File: src/rtl/axis_stall_detector.sv
// axis_stall_detector: per-channel AXI-Stream stall watchdog with first-block capture
//
// Ports:
//   clock            rising-edge clock
//   reset            synchronous active-high reset
//   enable           monitoring enable; low freezes all state
//   clear            clears first-block capture and event counter
//   tvalid/tready    per-channel handshake, bit i = channel i
//   inst_idle        per-channel owning-instance idle flag
//   axis_block_sigs  per-channel blocked flag (registered)
//   first_block_vld  a block has been captured since reset/clear
//   first_block_ch   lowest channel index of the first captured block
//   block_events     saturating count of BLOCK entries
module axis_stall_detector #(
    parameter int NUM_CH       = 5,
    parameter int CNT_W        = 16,
    parameter int STALL_THRESH = 1000
) (
    input  logic                                     clock,
    input  logic                                     reset,
    input  logic                                     enable,
    input  logic                                     clear,
    input  logic [NUM_CH-1:0]                        tvalid,
    input  logic [NUM_CH-1:0]                        tready,
    input  logic [NUM_CH-1:0]                        inst_idle,
    output logic [NUM_CH-1:0]                        axis_block_sigs,
    output logic                                     first_block_vld,
    output logic [(NUM_CH > 1 ? $clog2(NUM_CH) : 1)-1:0] first_block_ch,
    output logic [7:0]                               block_events
);
    localparam int CH_W = NUM_CH > 1 ? $clog2(NUM_CH) : 1;
    localparam logic [CNT_W-1:0] THR = CNT_W'(STALL_THRESH);

    typedef enum logic [1:0] {IDLE, RUN, STALL, BLOCK} state_t;

    state_t             state_q [NUM_CH];
    state_t             state_d [NUM_CH];
    logic [CNT_W-1:0]   cnt_q   [NUM_CH];
    logic [CNT_W-1:0]   cnt_d   [NUM_CH];
    logic [NUM_CH-1:0]  xfer, stall, enter;
    logic               first_vld_q, first_vld_d;
    logic [CH_W-1:0]    first_ch_q, first_ch_d, low_ch;
    logic [7:0]         events_q, events_d;
    logic [31:0]        ev_sum;

    // enable gating is applied in the FSM, so stall here only excludes idle/transfer
    assign xfer  = tvalid & tready;
    assign stall = ~inst_idle & ~xfer;

    always_ff @(posedge clock) begin
        if (reset) begin
            for (int i = 0; i < NUM_CH; i++) begin
                state_q[i] <= IDLE;
                cnt_q[i]   <= '0;
            end
            first_vld_q <= 1'b0;
            first_ch_q  <= '0;
            events_q    <= '0;
        end else begin
            for (int i = 0; i < NUM_CH; i++) begin
                state_q[i] <= state_d[i];
                cnt_q[i]   <= cnt_d[i];
            end
            first_vld_q <= first_vld_d;
            first_ch_q  <= first_ch_d;
            events_q    <= events_d;
        end
    end

    always_comb begin
        enter = '0;
        for (int i = 0; i < NUM_CH; i++) begin
            state_d[i] = state_q[i];
            cnt_d[i]   = cnt_q[i];
            if (enable) begin
                if (inst_idle[i]) begin
                    state_d[i] = IDLE;
                    cnt_d[i]   = '0;
                end else begin
                    case (state_q[i])
                        IDLE: begin
                            state_d[i] = RUN;
                            cnt_d[i]   = '0;
                        end
                        RUN: if (stall[i]) begin
                            cnt_d[i]   = CNT_W'(1);
                            state_d[i] = STALL_THRESH == 1 ? BLOCK : STALL;
                        end
                        STALL: begin
                            cnt_d[i]   = xfer[i] ? '0 : cnt_q[i] + CNT_W'(1);
                            state_d[i] = xfer[i] ? RUN : (cnt_q[i] + CNT_W'(1) == THR ? BLOCK : STALL);
                        end
                        default: begin
                            cnt_d[i]   = xfer[i] ? '0 : (&cnt_q[i] ? cnt_q[i] : cnt_q[i] + CNT_W'(1));
                            state_d[i] = xfer[i] ? RUN : BLOCK;
                        end
                    endcase
                end
            end
            enter[i] = state_d[i] == BLOCK && state_q[i] != BLOCK;
        end
    end

    // first-block capture and event counting; clear wins over a same-edge entry
    always_comb begin
        ev_sum = 32'(events_q);
        low_ch = '0;
        for (int i = 0; i < NUM_CH; i++) ev_sum = ev_sum + 32'(enter[i]);
        for (int i = NUM_CH - 1; i >= 0; i--) if (enter[i]) low_ch = CH_W'(i);
        first_vld_d = clear ? 1'b0 : first_vld_q | (|enter);
        first_ch_d  = clear ? '0 : (!first_vld_q && |enter) ? low_ch : first_ch_q;
        events_d    = clear ? '0 : (ev_sum > 32'd255 ? 8'hff : ev_sum[7:0]);
    end

    always_comb begin
        axis_block_sigs = '0;
        for (int i = 0; i < NUM_CH; i++) axis_block_sigs[i] = state_q[i] == BLOCK;
    end

    assign first_block_vld = first_vld_q;
    assign first_block_ch  = first_ch_q;
    assign block_events    = events_q;
endmodule

File: config.mk
export PLATFORM = sky130hd
export DESIGN_NAME = axis_stall_detector
export DESIGN_NICKNAME = d
export VERILOG_FILES = /design/src/rtl/axis_stall_detector.sv
export SDC_FILE = /design/constraint.sdc
export NUM_CORES = 1
export LEC_CHECK = 0
export ABC_AREA = 1
export CORE_MARGIN = 2
export CORE_UTILIZATION = 42
export DETAILED_ROUTE_END_ITERATION = 8
export HOLD_SLACK_MARGIN = 0.06
export PLACE_DENSITY_LB_ADDON = 0.1
export RECOVER_POWER = 100
export SETUP_SLACK_MARGIN = 0.1
export SLEW_MARGIN = 10
export SYNTH_ARGS = -nofsm -noshare
export SYNTH_HDL_FRONTEND = slang
export SYNTH_SLANG_ARGS = --single-unit
File: constraint.sdc
create_clock -name clock -period 5.05 [get_ports clock]
set_clock_uncertainty 0.05 [all_clocks]
set_input_delay 0.7575 -clock clock [delete_from_list [all_inputs] [get_ports clock]]
set_output_delay 0.7575 -clock clock [all_outputs]
set_load 0.02 [all_outputs]
==> After elaboration in Yosys (flattened, before gate mapping) <==
Memories as Yosys holds them, arrays and structs flattened.
Index checks and enable logic that the tools add are counted.
{ "totals": {"reg_bits": 12, "latchBits": 0, "ram_bits": 90, "mem_bits_ro": 0, "in_bits": 19, "output_inout_bits": 17, "wordCells": 169, "mem_count": 2} }
{ "mem_list": {"columns": ["name", "depth", "word_bits", "read_ports", "rd_clocked_by_memory_dff", "wr", "line", "rtl"], "rows": [
  ["cnt_q", 5, 16, 5, 0, 5, "38", "logic [CNT_W-1:0] cnt_q [NUM_CH];"],
  ["state_q", 5, 2, 5, 0, 5, "36", "state_t state_q [NUM_CH];"]
]} }
{ "classes": {"n_addsub": 10, "mul": 0, "div_mod_pow": 0, "order_cmp": 1, "eq_ne": 30, "shifts": 0, "mux": 89, "bitwise": 15, "n_reduce_logical": 19} }
{ "op_table": {"columns": ["cell", "n"], "rows": [
  ["2-to-1 mux 16 bit", 35],
  ["case mux 16 bit (3 select lines)", 5],
  ["adder 16 x 1 -> 16 bit, second input constant", 5],
  ["== test 16 x 10 -> 1 bit, second input constant", 5],
  ["AND reduction 16 bit", 5],
  ["2-to-1 mux 2 bit", 30],
  ["== test 2 bit, second input constant", 15],
  ["case mux 2 bit (3 select lines)", 5],
  ["2-to-1 mux 3 bit", 5],
  ["adder 12 x 1 -> 13 bit", 1],
  ["> comparator 13 x 8 -> 1 bit, second input constant", 1],
  ["adder 11 x 1 -> 12 bit", 1],
  ["adder 10 x 1 -> 11 bit", 1],
  ["OR 1 bit", 11],
  ["adder 9 x 1 -> 10 bit", 1],
  ["AND 5 bit", 2],
  ["== test 2 x 1 -> 1 bit, second input constant", 5],
  ["logical NOT 2 bit", 5],
  ["inequality test 2 bit, second input constant", 5],
  ["NOT 5 bit", 2],
  ["adder 8 x 1 -> 9 bit", 1],
  ["2-to-1 mux 1 bit", 8],
  ["2-to-1 mux 8 bit", 1],
  ["logical AND 1 bit", 6],
  ["3 further kinds", 3]
]} }

==> Depth between registers and ports, before layout <==
An unclocked memory read counts as a cell.
{ "depth": {"ltp_word": 17, "mapped_depth": 32, "mapped_depth_nobuf": 32} }

==> Worst setup path after synthesis <==
Ideal clock, no wire load.
{ "synth_path": {"kind": "flip-flop to flip-flop", "startpoint": "memory cnt_q[0][0]", "endpoint": "register events_q[5] (netlist: block_events[5])", "setup_time_ns": 0.058, "arrival_ns": 4.289, "t_required_ns": 4.942, "slack_ns": 0.653, "stages_incl_launch_ff": 32, "n_path_buf": 0, "synth_period_minus_slack_ns": 4.397, "cell_sequence": "dfxtp_1 ha_1 nand3_2 nor2_4 nand2_1 o21ai_1 nand2_1 nand2_1 nor2_1 nand2_1 nand2_1 nand2_1 nand2_1 nand2_1 nand2_1 nand2_2 inv_1 fa_1 inv_1 fa_1 inv_1 ha_1 inv_1 fa_1 or2_2 a21oi_1 nand4_1 nor2_1 inv_1 nand2_1 o21ai_0 inv_1"} }
{ "synth_rtl": {"columns": ["element", "line", "rtl"], "rows": [
  ["start: declaration", "38", null],
  ["end signal: assignment", "66", "events_q <= events_d;"],
  ["end: declaration", "43", "logic [7:0] events_q, events_d;"]
]} }

==> Final worst setup path <==
{ "layout_path": {"startpoint": "input port tvalid[0]", "endpoint": "register events_q[5] (netlist: block_events[5])"} }
{ "layout_between": {"elab_chain_len": 16, "elab_cells_between_ends": 18, "cone_classes": "5 x add/sub; 1 x order compare; 1 x eq/ne; 7 x mux; 3 x bitwise; 1 x reduce/logical"} }
{ "layout_rtl": {"columns": ["element", "line", "rtl"], "rows": [
  ["start: declaration", "23", "input logic [NUM_CH-1:0] tvalid,"],
  ["AND 5 bit (*)", "47", "assign xfer = tvalid & tready;"],
  ["NOT 5 bit", "48", "assign stall = ~inst_idle & ~xfer;"],
  ["AND 5 bit", "48", null],
  ["2-to-1 mux 2 bit", "85", "RUN: if (stall[i]) begin"],
  ["case mux 2 bit (3 select lines) (*)", "80", "case (state_q[i])"],
  ["2-to-1 mux 2 bit (*)", "76", "if (inst_idle[i]) begin"],
  ["2-to-1 mux 2 bit (*)", "75", "if (enable) begin"],
  ["== test 2 bit (*)", "100", "enter[i] = state_d[i] == BLOCK && state_q[i] != BLOCK;"],
  ["logical AND 1 bit (*)", "100", null],
  ["adder 8 x 1 -> 9 bit (*)", "108", "for (int i = 0; i < NUM_CH; i++) ev_sum = ev_sum + 32'(enter[i]);"],
  ["adder 9 x 1 -> 10 bit (*)", "108", null],
  ["adder 10 x 1 -> 11 bit (*)", "108", null],
  ["adder 11 x 1 -> 12 bit (*)", "108", null],
  ["adder 12 x 1 -> 13 bit (*)", "108", null],
  ["> comparator 13 x 8 -> 1 bit", "112", "events_d = clear ? '0 : (ev_sum > 32'd255 ? 8'hff : ev_sum[7:0]);"],
  ["2-to-1 mux 8 bit (*)", "112", null]
]} }
Every way passes the cells marked *; elsewhere a longest branch is shown, timed or not.
A chain may end at the register's enable or synchronous reset.

==> impl_metrics.json <==
{
  "status": "finished, final reports clean",
  "critPathSlowestCell": "fa_1",
  "cts.clk_slew.worst_paths_ns": 0.08,
  "vias_per_cell": 4.98,
  "p_leak_nw": 2.95,
  "antenna_found_initial": 1,
  "setup_viol": 0,
  "seqPwrFrac_pct": 48.4,
  "powerDensity_mw_per_mm2": 227,
  "layout.cells.non_filler": 1324,
  "rr_startpoint": "cnt_q[0][33]",
  "synth.most_common_cell": "nand2_1",
  "die_w_um": 131,
  "rows": 46,
  "path_delay_family": "adder cells",
  "tns_ns": 0,
  "grt_pass1_vias": 6001,
  "critPathMaxFanout": 5,
  "clockBufferDepth": 2,
  "pin_count": 36,
  "drive_gt1_share_pct": 7.67,
  "start_util_pct": 42.7,
  "path_class": "primary input to flip-flop",
  "ctsHoldBuffers": 0,
  "synth_common_cells": "296 x nand2_1, 149 x nor2_1, 141 x inv_1, 102 x dfxtp_1",
  "area_growth_pct": 13.2,
  "ys_seq_area_share_pct": 30.3,
  "async_flop_share_pct": 0,
  "cts_tree": "yes",
  "grt_overflow_total": 0,
  "die_area_mm2": 0.0171,
  "finalPower_mw": 1.73,
  "power.switching_uw": 457,
  "post-route-min-period_ns": 4.62,
  "die_y_um": 131,
  "cp-start-kind": "primary input",
  "comb_power_share_pct": 8.8,
  "drt_wl_total_mm": 16.2,
  "synth_edf_count": 0,
  "ys_warn_count": 0,
  "syn_nets": 1106,
  "fp.coreArea_mm2": 0.0158,
  "syn-mean-instance-area_um2": 6.29,
  "syn_inst": 1071,
  "sw_frac_of_total_pct": 26.4,
  "grt_pass1_wl_mm": 27.3,
  "netlist_area_mm2": 0.00673,
  "clock_latency_ns": 0.36,
  "io_buffers": 35,
  "numCtsBuffers": 9,
  "internal_power_mw": 1.27,
  "end_kind": "flip-flop",
  "slowest_delay_ns": 0.47,
  "drc": 0,
  "synth.area.top_cells": "dfxtp_1 30%, nand2_1 17%, nor2_1 8.3%",
  "fillCellCount": 1688,
  "synth_top_area_share_pct": 30.3,
  "synth_cell_type_count": 40,
  "crit_top_cell": "inv_1",
  "n_antenna_cell": 0,
  "min-delay-start": "first_block_ch[2]",
  "drt-pass1-iter-count": 5,
  "drt-wirelength-per-cell_um": 12.2,
  "maxSlewHeadroom_pct": 30.8,
  "required_ns": 5.31,
  "grt_use_met2_pct": 33.1,
  "fmax_ghz": 0.216,
  "worst_pin_slew_ns": 1.04,
  "min_path_type": "flip-flop to flip-flop",
  "gp_congestion": 0.843,
  "h-tree-depth": 3,
  "rsz0062_at_grt": "no",
  "pwr-share-clk_pct": 42.8,
  "hpwl_mm": 11.6,
  "synth.largest_area_cell": "dfxtp_1",
  "grt_util_met3_pct": 3.50,
  "clockRootBuffer": "clkbuf_16",
  "slew_violations": 0,
  "cp.arrival_ns": 4.89,
  "cts.sinks": 102,
  "grt.busiest_layer": "met2",
  "grtUsageMet1_pct": 25.4,
  "place_area_mm2": 0.00731,
  "final_cell_area_mm2": 0.00762,
  "synth_seq_cells": 102,
  "dp_cells": 1306,
  "finalCritPeriodShare_pct": 91.6,
  "cp.buffers_inverters": 9,
  "grtUsageTotal_pct": 19.5,
  "grt_start_max_net_pins": 92,
  "postRouteAntennaNets": 0,
  "vias": 6599,
  "ir_drop_uv": 166,
  "ys.flop_type": "dfxtp_1",
  "crit_start": "tvalid[0]",
  "final_hold_viol_count": 0,
  "drt-initial-drc-count": 396,
  "cap_violations": 0,
  "final_nets": 1138
}
[repair_timing]
| action | 4_1_cts | 5_1_grt |
|---|---|---|
| resized for setup | 0 | 18 |
| endpoints found under the setup margin | 0 | 8 |
| buffers inserted | 0 | 2 |
[cell usage in the layout, fill, tap and decap left out, drive strengths merged, types with 2 or more instances in the layout]
cell type / Yosys / routed
dfxtp: 102 / 102
a211oi: 28 / 28
clkinvlp: 0 / 3
a22oi: 13 / 13
nor2: 168 / 168
dlygate4sd3: 0 / 19
xor2: 7 / 7
inv: 145 / 146
o211ai: 6 / 6
ha: 13 / 13
a32oi: 7 / 7
nand3b: 9 / 9
clkbuf: 18 / 15
nand4: 28 / 28
o21ai: 27 / 27
clkinv: 1 / 2
a21oi: 62 / 62
a31oi: 17 / 17
nand2: 314 / 314
o21bai: 4 / 4
clkdlybuf4s50: 0 / 15
buf: 7 / 7
nand3: 73 / 73
fa: 3 / 3
nor4: 4 / 4
nor3: 9 / 9
[stage by stage]
| stage | worst slack [ns] | util, % | hold WS [ns] |
|---|---|---|---|
| after detailed placement | 0.0255 | 46.3 | 0.390 |
| after floorplan | 0.653 | - | 0.408 |
| after global routing | 0.0542 | 48.3 | 0.425 |
| final | 0.426 | 48.3 | 0.398 |
| after global placement | 0.0620 | 46.3 | 0.389 |
| after CTS | 0.319 | 48.3 | 0.401 |
[cell families after synthesis]
family	after synthesis	share of synthesized area, %
fa+ha+maj	16	3.31
simple gates	608	40.5
xor+xnor	8	1.04
compound gates	166	15.1
buf+inv	171	9.77
flops	102	30.3
[state kept, by name, summed over array words and instances (netlist names)]
signal           count
cnt_q               80
first_block_vld      1
state_q             10
first_block_ch       3
block_events         8
[power groups by stage]
stage,clock [mW],sequential (mW),combinational (mW)
6_report,0.741,0.837,0.152
5_1_grt,0.784,0.840,0.174
4_1_cts,0.759,0.837,0.157
3_5_place_dp,0,0.856,0.156
3_3_place_gp,0,0.857,0.155
2_1_floorplan,0,0.854,0.107
[area by class of cell]
cell class	instances	area, um2	area share, %
inverters	146	548	7.19
multi-input cells	798	4030	52.9
well taps	216	270	3.55
clock buffers	10	239	3.13
repair buffers	46	415	5.45
clock inverters	6	70.1	0.919
flip-flops and latches	102	2050	26.9
[path summary, 6_finish.rpt]
path | to | slack [ns] | cells past startpoint
max | block_events[5] | 0.43 | 26
min | first_block_ch[2] | 0.40 | 2
max reg2reg | block_events[5] | 0.43 | 27
min reg2reg | first_block_ch[2] | 0.40 | 2
[worst reg2reg max path, stage by stage (launching register included)]
cell	delay [ns]
dfxtp_2	0.36
ha_2	0.21
nand3_2	0.13
nor2_4	0.23
nand3_1	0.13
xor2_1	0.23
nor2_1	0.08
nand3_1	0.10
nand2_1	0.06
nand2_1	0.05
nand2_1	0.06
nand3_1	0.12
inv_2	0.06
fa_1	0.49
inv_1	0.05
fa_1	0.42
inv_1	0.06
ha_1	0.17
inv_1	0.06
fa_1	0.39
or2_2	0.33
a21oi_2	0.17
nand4_1	0.13
nor2_2	0.17
inv_2	0.08
nand2_1	0.05
o21ai_0	0.06
inv_1	0.07
[layer usage]
metal | part of all wire [%] | wire length, um | vias up
met3 | 2.6 | 412 | 20
met4 | 1.6 | 259 | 2
met1 | 49 | 7920 | 2935
li1 | - | - | 3580
met5 | 0.080 | 13 | -
met2 | 47 | 7550 | 62
Power figures use the tool's default switching activity.
